$ cat src/rtl/rx_frame_ctrl.sv
// Receive-frame sequencer: polarity-corrects symbols after boundary detection,
// captures the length header, streams the payload and re-arms the boundary detector.
// Optional trailing even-parity bit enabled by defining RX_FRAME_PARITY_EN.
module rx_frame_ctrl #(
  parameter int LEN_WIDTH     = 8,
  parameter int TIMEOUT_WIDTH = 12
) (
  input  logic                     clk,
  input  logic                     rst,
  input  logic                     clk_enable,
  input  logic                     PD_flag,
  input  logic                     BD_flag,
  input  logic                     BD_sgn,
  input  logic                     BPSK,
  input  logic [TIMEOUT_WIDTH-1:0] RX_TIMEOUT,
  output logic                     disassert_BD,
  output logic [LEN_WIDTH-1:0]     HDR_LEN,
  output logic                     HDR_vld,
  output logic                     bit_out,
  output logic                     bit_vld,
  output logic                     frame_done,
  output logic                     frame_err,
  output logic                     busy
);

  localparam int CW = LEN_WIDTH + 1;
  localparam logic [CW-1:0] HDR_BITS = CW'(LEN_WIDTH);

  typedef enum logic [2:0] {
    IDLE,
    HDR,
    PAYLOAD,
`ifdef RX_FRAME_PARITY_EN
    PARITY,
`endif
    FLUSH
  } state_t;

  state_t                   state, state_n;
  logic [TIMEOUT_WIDTH-1:0] to_cnt, to_cnt_n, to_inc;
  logic [CW-1:0]            cnt, cnt_n, cnt_inc;
  // Only the first LEN_WIDTH-1 header bits need storing; the last one is shifted in on capture.
  logic [LEN_WIDTH-2:0]     hdr_sr, hdr_sr_n;
  logic [LEN_WIDTH-1:0]     hdr_shift;
  logic                     cbit;
  logic                     disassert_BD_n, HDR_vld_n, bit_out_n, bit_vld_n;
  logic                     frame_done_n, frame_err_n;
  logic [LEN_WIDTH-1:0]     HDR_LEN_n;
`ifdef RX_FRAME_PARITY_EN
  logic                     par, par_n;
`endif

  assign busy = (state != IDLE);

  always_ff @(posedge clk) begin
    if (rst) begin
      state        <= IDLE;
      to_cnt       <= '0;
      cnt          <= '0;
      hdr_sr       <= '0;
      disassert_BD <= 1'b0;
      HDR_LEN      <= '0;
      HDR_vld      <= 1'b0;
      bit_out      <= 1'b0;
      bit_vld      <= 1'b0;
      frame_done   <= 1'b0;
      frame_err    <= 1'b0;
`ifdef RX_FRAME_PARITY_EN
      par          <= 1'b0;
`endif
    end else begin
      state        <= state_n;
      to_cnt       <= to_cnt_n;
      cnt          <= cnt_n;
      hdr_sr       <= hdr_sr_n;
      disassert_BD <= disassert_BD_n;
      HDR_LEN      <= HDR_LEN_n;
      HDR_vld      <= HDR_vld_n;
      bit_out      <= bit_out_n;
      bit_vld      <= bit_vld_n;
      frame_done   <= frame_done_n;
      frame_err    <= frame_err_n;
`ifdef RX_FRAME_PARITY_EN
      par          <= par_n;
`endif
    end
  end

  always_comb begin
    state_n        = state;
    to_cnt_n       = to_cnt;
    cnt_n          = cnt;
    hdr_sr_n       = hdr_sr;
    disassert_BD_n = disassert_BD;
    HDR_LEN_n      = HDR_LEN;
    bit_out_n      = bit_out;
    HDR_vld_n      = 1'b0;
    bit_vld_n      = 1'b0;
    frame_done_n   = 1'b0;
    frame_err_n    = 1'b0;
`ifdef RX_FRAME_PARITY_EN
    par_n          = par;
`endif
    cbit      = BPSK ^ ~BD_sgn;
    hdr_shift = {hdr_sr, cbit};
    cnt_inc   = cnt + CW'(1);
    to_inc    = (&to_cnt) ? to_cnt : to_cnt + TIMEOUT_WIDTH'(1);

    if (clk_enable) begin
      case (state)
        IDLE: begin
          if (!PD_flag) begin
            to_cnt_n = '0;
          end else if (BD_flag) begin
            // Boundary wins over a coincident timeout.
            state_n     = HDR;
            hdr_sr_n    = '0;
            hdr_sr_n[0] = cbit;
            cnt_n       = CW'(1);
            to_cnt_n    = '0;
`ifdef RX_FRAME_PARITY_EN
            par_n       = cbit;
`endif
          end else if (RX_TIMEOUT != '0 && to_inc >= RX_TIMEOUT) begin
            frame_err_n    = 1'b1;
            disassert_BD_n = 1'b1;
            state_n        = FLUSH;
            to_cnt_n       = '0;
          end else begin
            to_cnt_n = to_inc;
          end
        end

        HDR: begin
          if (!PD_flag) begin
            frame_err_n    = 1'b1;
            disassert_BD_n = 1'b1;
            state_n        = FLUSH;
          end else begin
            hdr_sr_n = hdr_shift[LEN_WIDTH-2:0];
            cnt_n    = cnt_inc;
`ifdef RX_FRAME_PARITY_EN
            par_n    = par ^ cbit;
`endif
            if (cnt_inc == HDR_BITS) begin
              HDR_LEN_n = hdr_shift;
              HDR_vld_n = 1'b1;
              cnt_n     = '0;
              if (hdr_shift == '0) begin
`ifdef RX_FRAME_PARITY_EN
                state_n        = PARITY;
`else
                frame_done_n   = 1'b1;
                disassert_BD_n = 1'b1;
                state_n        = FLUSH;
`endif
              end else begin
                state_n = PAYLOAD;
              end
            end
          end
        end

        PAYLOAD: begin
          if (!PD_flag) begin
            frame_err_n    = 1'b1;
            disassert_BD_n = 1'b1;
            state_n        = FLUSH;
          end else begin
            bit_out_n = cbit;
            bit_vld_n = 1'b1;
            cnt_n     = cnt_inc;
`ifdef RX_FRAME_PARITY_EN
            par_n     = par ^ cbit;
`endif
            if (cnt_inc == {1'b0, HDR_LEN}) begin
              cnt_n = '0;
`ifdef RX_FRAME_PARITY_EN
              state_n        = PARITY;
`else
              frame_done_n   = 1'b1;
              disassert_BD_n = 1'b1;
              state_n        = FLUSH;
`endif
            end
          end
        end

`ifdef RX_FRAME_PARITY_EN
        PARITY: begin
          if ((par ^ cbit) == 1'b0) frame_done_n = 1'b1;
          else                      frame_err_n  = 1'b1;
          disassert_BD_n = 1'b1;
          state_n        = FLUSH;
        end
`endif

        FLUSH: begin
          disassert_BD_n = 1'b0;
          state_n        = IDLE;
          cnt_n          = '0;
          to_cnt_n       = '0;
          hdr_sr_n       = '0;
`ifdef RX_FRAME_PARITY_EN
          par_n          = 1'b0;
`endif
        end

        default: state_n = IDLE;
      endcase
    end
  end

endmodule
$ cat config.mk
export PLATFORM = sky130hd
export DESIGN_NAME = rx_frame_ctrl
export DESIGN_NICKNAME = d
export VERILOG_FILES = /design/src/rtl/rx_frame_ctrl.sv
export SDC_FILE = /design/constraint.sdc
export NUM_CORES = 1
export LEC_CHECK = 0
export ABC_AREA = 1
export CAP_MARGIN = 40
export CORE_MARGIN = 8
export CORE_UTILIZATION = 40
export DETAILED_ROUTE_END_ITERATION = 10
export PLACE_DENSITY_LB_ADDON = 0.05
export SLEW_MARGIN = 30
export SYNTH_ARGS = -nofsm -noshare
export SYNTH_HDL_FRONTEND = slang
export SYNTH_SLANG_ARGS = --single-unit
$ cat constraint.sdc
create_clock -name clk -period 2.8 [get_ports clk]
set_input_delay 0.56 -clock clk [delete_from_list [all_inputs] [get_ports clk]]
set_output_delay 0.56 -clock clk [all_outputs]
set_load 0.02 [all_outputs]
==> summary.md <==
| Metric | Value |
|---|---|
| Outcome | `finished clean` |
| Total gr overflow | `0` |
| CTS Sinks | `44` |
| Power density over cell area | `about 400 nW/µm²` |
| Routability cong. | `around 0.87` |
| Netlist Area Pre-Place | `~3000 µm²` |
| Max Fclk | `about 360 MHz` |
| Initial antenna violation count | `0` |
| WL/cell | `roughly 13 µm` |
| Slew HR | `around two thirds` |
| Final period utilization | `~100%` |
| Setup TNS | `0 ns` |
| Met3 Usage GRT | `2.836%` |
| Vias | `3,064` |
| # setup viols final | `0` |
| Fin Clk Skew | `between 0.004 and 0.005 ns` |
| Global-route track usage on met2 | `about a quarter` |
| Final slew viol count | `0` |
| Worst-skew pair later-pin latency | `0.30 ns` |
| Hold-fix buffers, CTS | `0` |
| Starting Density | `a little over two fifths` |
| Share of cells above drive strength 1 | `22.24%` |
| Final core occ | `55.53%` |
| Synth Register Bits | `44` |
| Boundary Pins | `34` |
| Diodes inserted | `0` |
| Vias in the first global route | `2,837` |
| Core region area | `approximately 7300 µm²` |
| Required time of the critical path | `between 3 and 4 ns` |
| Hold WC Path Type | `reg -> reg` |
| FF-to-FF Start | `to_cnt[1]` |
| Horiz. Die Dim | `103.2 µm` |
| Unrepaired setup endpoints after global routing | `true` |
| # Max-Cap Violations | `0` |
| Placed cell count | `between 500 and 600` |
| Final min period | `2.788 ns` |
| Cts bufs inserted | `5` |
| Clock buffer depth | `2` |
| Via-to-Cell Ratio | `around 5.0` |
| Hold Startpoint | `hdr_sr[6]` |
| Syn nets | `497` |
| ANT nets after route | `0` |
| Worst Path Max Fanout | `6` |
| CTS clk-pin slew, worst paths | `~0.09 ns` |
| Element type at the critical path start | `flip-flop` |
| Gate count of the mapped netlist | `around 460` |
| Synth warn | `0` |
| CTS tree | `built` |
| Final Total Pwr | `roughly 1.6 mW` |
| Critical Path AT | `between 3 and 4 ns` |
| Syn Area/Cell | `approximately 6.7 µm²` |
| Leak Pwr | `~1.6 nW` |
| CTS root buffer | `clkbuf_8` |
| Peak supply drop | `about 230 µV` |
| Worst slew pin tran | `roughly 0.49 ns` |
| Count of cell types in the netlist | `39` |
| Port bufs | `33` |
| Total track usage | `between 15 and 20%` |
| Worst Setup SP | `to_cnt[1]` |
| Die height | `between 100 and 150 µm` |
| Final hold vios | `0` |
| Fillers | `between 700 and 800` |
| TritonRoute pass-1 iters | `4` |
| DR iter-0 viols | `between 100 and 150` |
| DR DRC count | `0` |
| First-pass GRT wire length | `between 10,000 and 15,000 µm` |
| GR peak layer | `met2` |
| Post-synthesis sequential area ratio | `between 20% and 30%` |
| Number of non-filler instances in the completed layout | `616` |
| Final WL | `between 8000 and 9000 µm` |
| Syn-to-layout area delta | `33.22%` |
| WHS | `between 0.4 and 0.5 ns` |
| Final nets | `556` |
| H-Tree Level Count | `2` |
| Setup CP Type | `reg -> reg` |
| FP Rows | `31` |
| Pin count of the biggest net entering global routing | `31` |
| Dpl hpwl | `6081 µm` |
| Crit. End Element | `flip-flop` |
| DIE AREA | `between 10,000 and 15,000 µm²` |
| GR Util met1 | `21.73%` |
state kept, by name, indices dropped and copies added (netlist names), 2 cells and up:
name,flops
state,2
HDR_LEN,8
to_cnt,12
cnt,9
hdr_sr,7
critical path, stage by stage (launching register included):
cell	delay (ns)
dfxtp_2	0.37
buf_4	0.12
nand3_2	0.09
nor2_2	0.18
nand3_2	0.14
nor2_4	0.16
nand2_1	0.07
a32oi_2	0.20
ha_1	0.30
nand2_4	0.09
nor2_4	0.03
and2_1	0.15
nand2_1	0.06
nand4_1	0.09
nand2_1	0.10
inv_2	0.06
nor2_4	0.13
buf_6	0.15
nand3_2	0.09
a21oi_2	0.15
cells by family after synthesis:
group | synth area share [%]
mux | 0.3294
fa+ha+maj | 8.645
compound gates | 12.72
xor+xnor | 2.017
flops | 28.98
simple gates | 37.79
buf+inv | 9.510
final timing paths:
kind	end	slack (ns)	cells past startpoint
min	hdr_sr[6]	0.49	2
min reg2reg	hdr_sr[6]	0.49	2
max reg2reg	to_cnt[11]	0.01	19
max	to_cnt[11]	0.01	19
final cells by class:
class | count | area (µm²) | area share, %
inverter | 66 | 250.2 | 6.180
multi-input combinational | 338 | 2121 | 52.38
clock inverter | 3 | 46.29 | 1.143
timing repair buffer | 61 | 551.8 | 13.63
tap | 99 | 123.9 | 3.059
clock buffer | 5 | 68.82 | 1.700
sequential | 44 | 887.1 | 21.91
synth_stat cells (all sizes together):
master,instances,area [µm²]
nor3b,1,7.510
o21a,1,7.510
xnor2,3,26.28
a31oi,1,6.260
nand2,130,540.5
buf,4,22.52
a211oi,3,22.52
a32oi,1,8.760
and2,1,6.260
ha,21,262.8
nor2,40,195.2
inv,65,244.0
clkinv,1,3.750
nor3,12,76.33
a21oi,51,259.0
o21bai,1,7.510
xor2,4,35.03
o21ai,12,60.05
dfxtp,44,880.8
nand3,45,255.3
mux2i,1,10.01
nand4,3,33.78
nand3b,2,15.01
nor4,3,18.77
a21boi,1,7.510
clkbuf,5,18.77
a21o,1,7.510
power breakdown:
group	total (mW)	leakage, nW	switching, mW	internal, mW
clock	0.509	0.0548	0.240	0.269
combinational	0.445	1.24	0.285	0.159
sequential	0.660	0.357	0.0167	0.643
repair_timing:
action / 4_1_cts / 5_1_grt
cloned: 0 / 1
endpoints found under the hold margin: 0 / 0
gates resized for setup: 2 / 61
endpoints found under the setup margin: 16 / 16
pin swaps: 0 / 28
buffers inserted: 0 / 9
stage by stage:
step	setup WS, ns	instance area, µm²
after CTS	0.005481	3714
after global routing	-0.2117	4049
after detailed placement	-0.07376	3587
after floorplan	0.2242	3039
final	0.01220	4049
after global placement	-0.03868	3587
placed cells by master, fill, tap and decap left out, drive strengths merged:
master	instances
clkinvlp	1
nor4	3
xor2	4
nor2	40
a21o	1
nand2	130
ha	21
nor3b	1
o21bai	1
a21oi	51
clkbuf	5
inv	66
mux2i	1
a211oi	3
and2	1
o21a	1
nand3	45
a21boi	1
buf	28
clkinv	1
xnor2	3
o21ai	12
dfxtp	44
bufinv	1
a31oi	1
a32oi	1
nor3	12
nand4	3
clkdlybuf4s50	33
nand3b	2
layer usage:
metal | vias up | wire, µm
met4 | 0 | 91
met5 | - | 0
met3 | 9 | 250
met2 | 45 | 3729
met1 | 1413 | 4032
li1 | 1597 | -
Note: power is estimated with default switching activity, not from simulation.
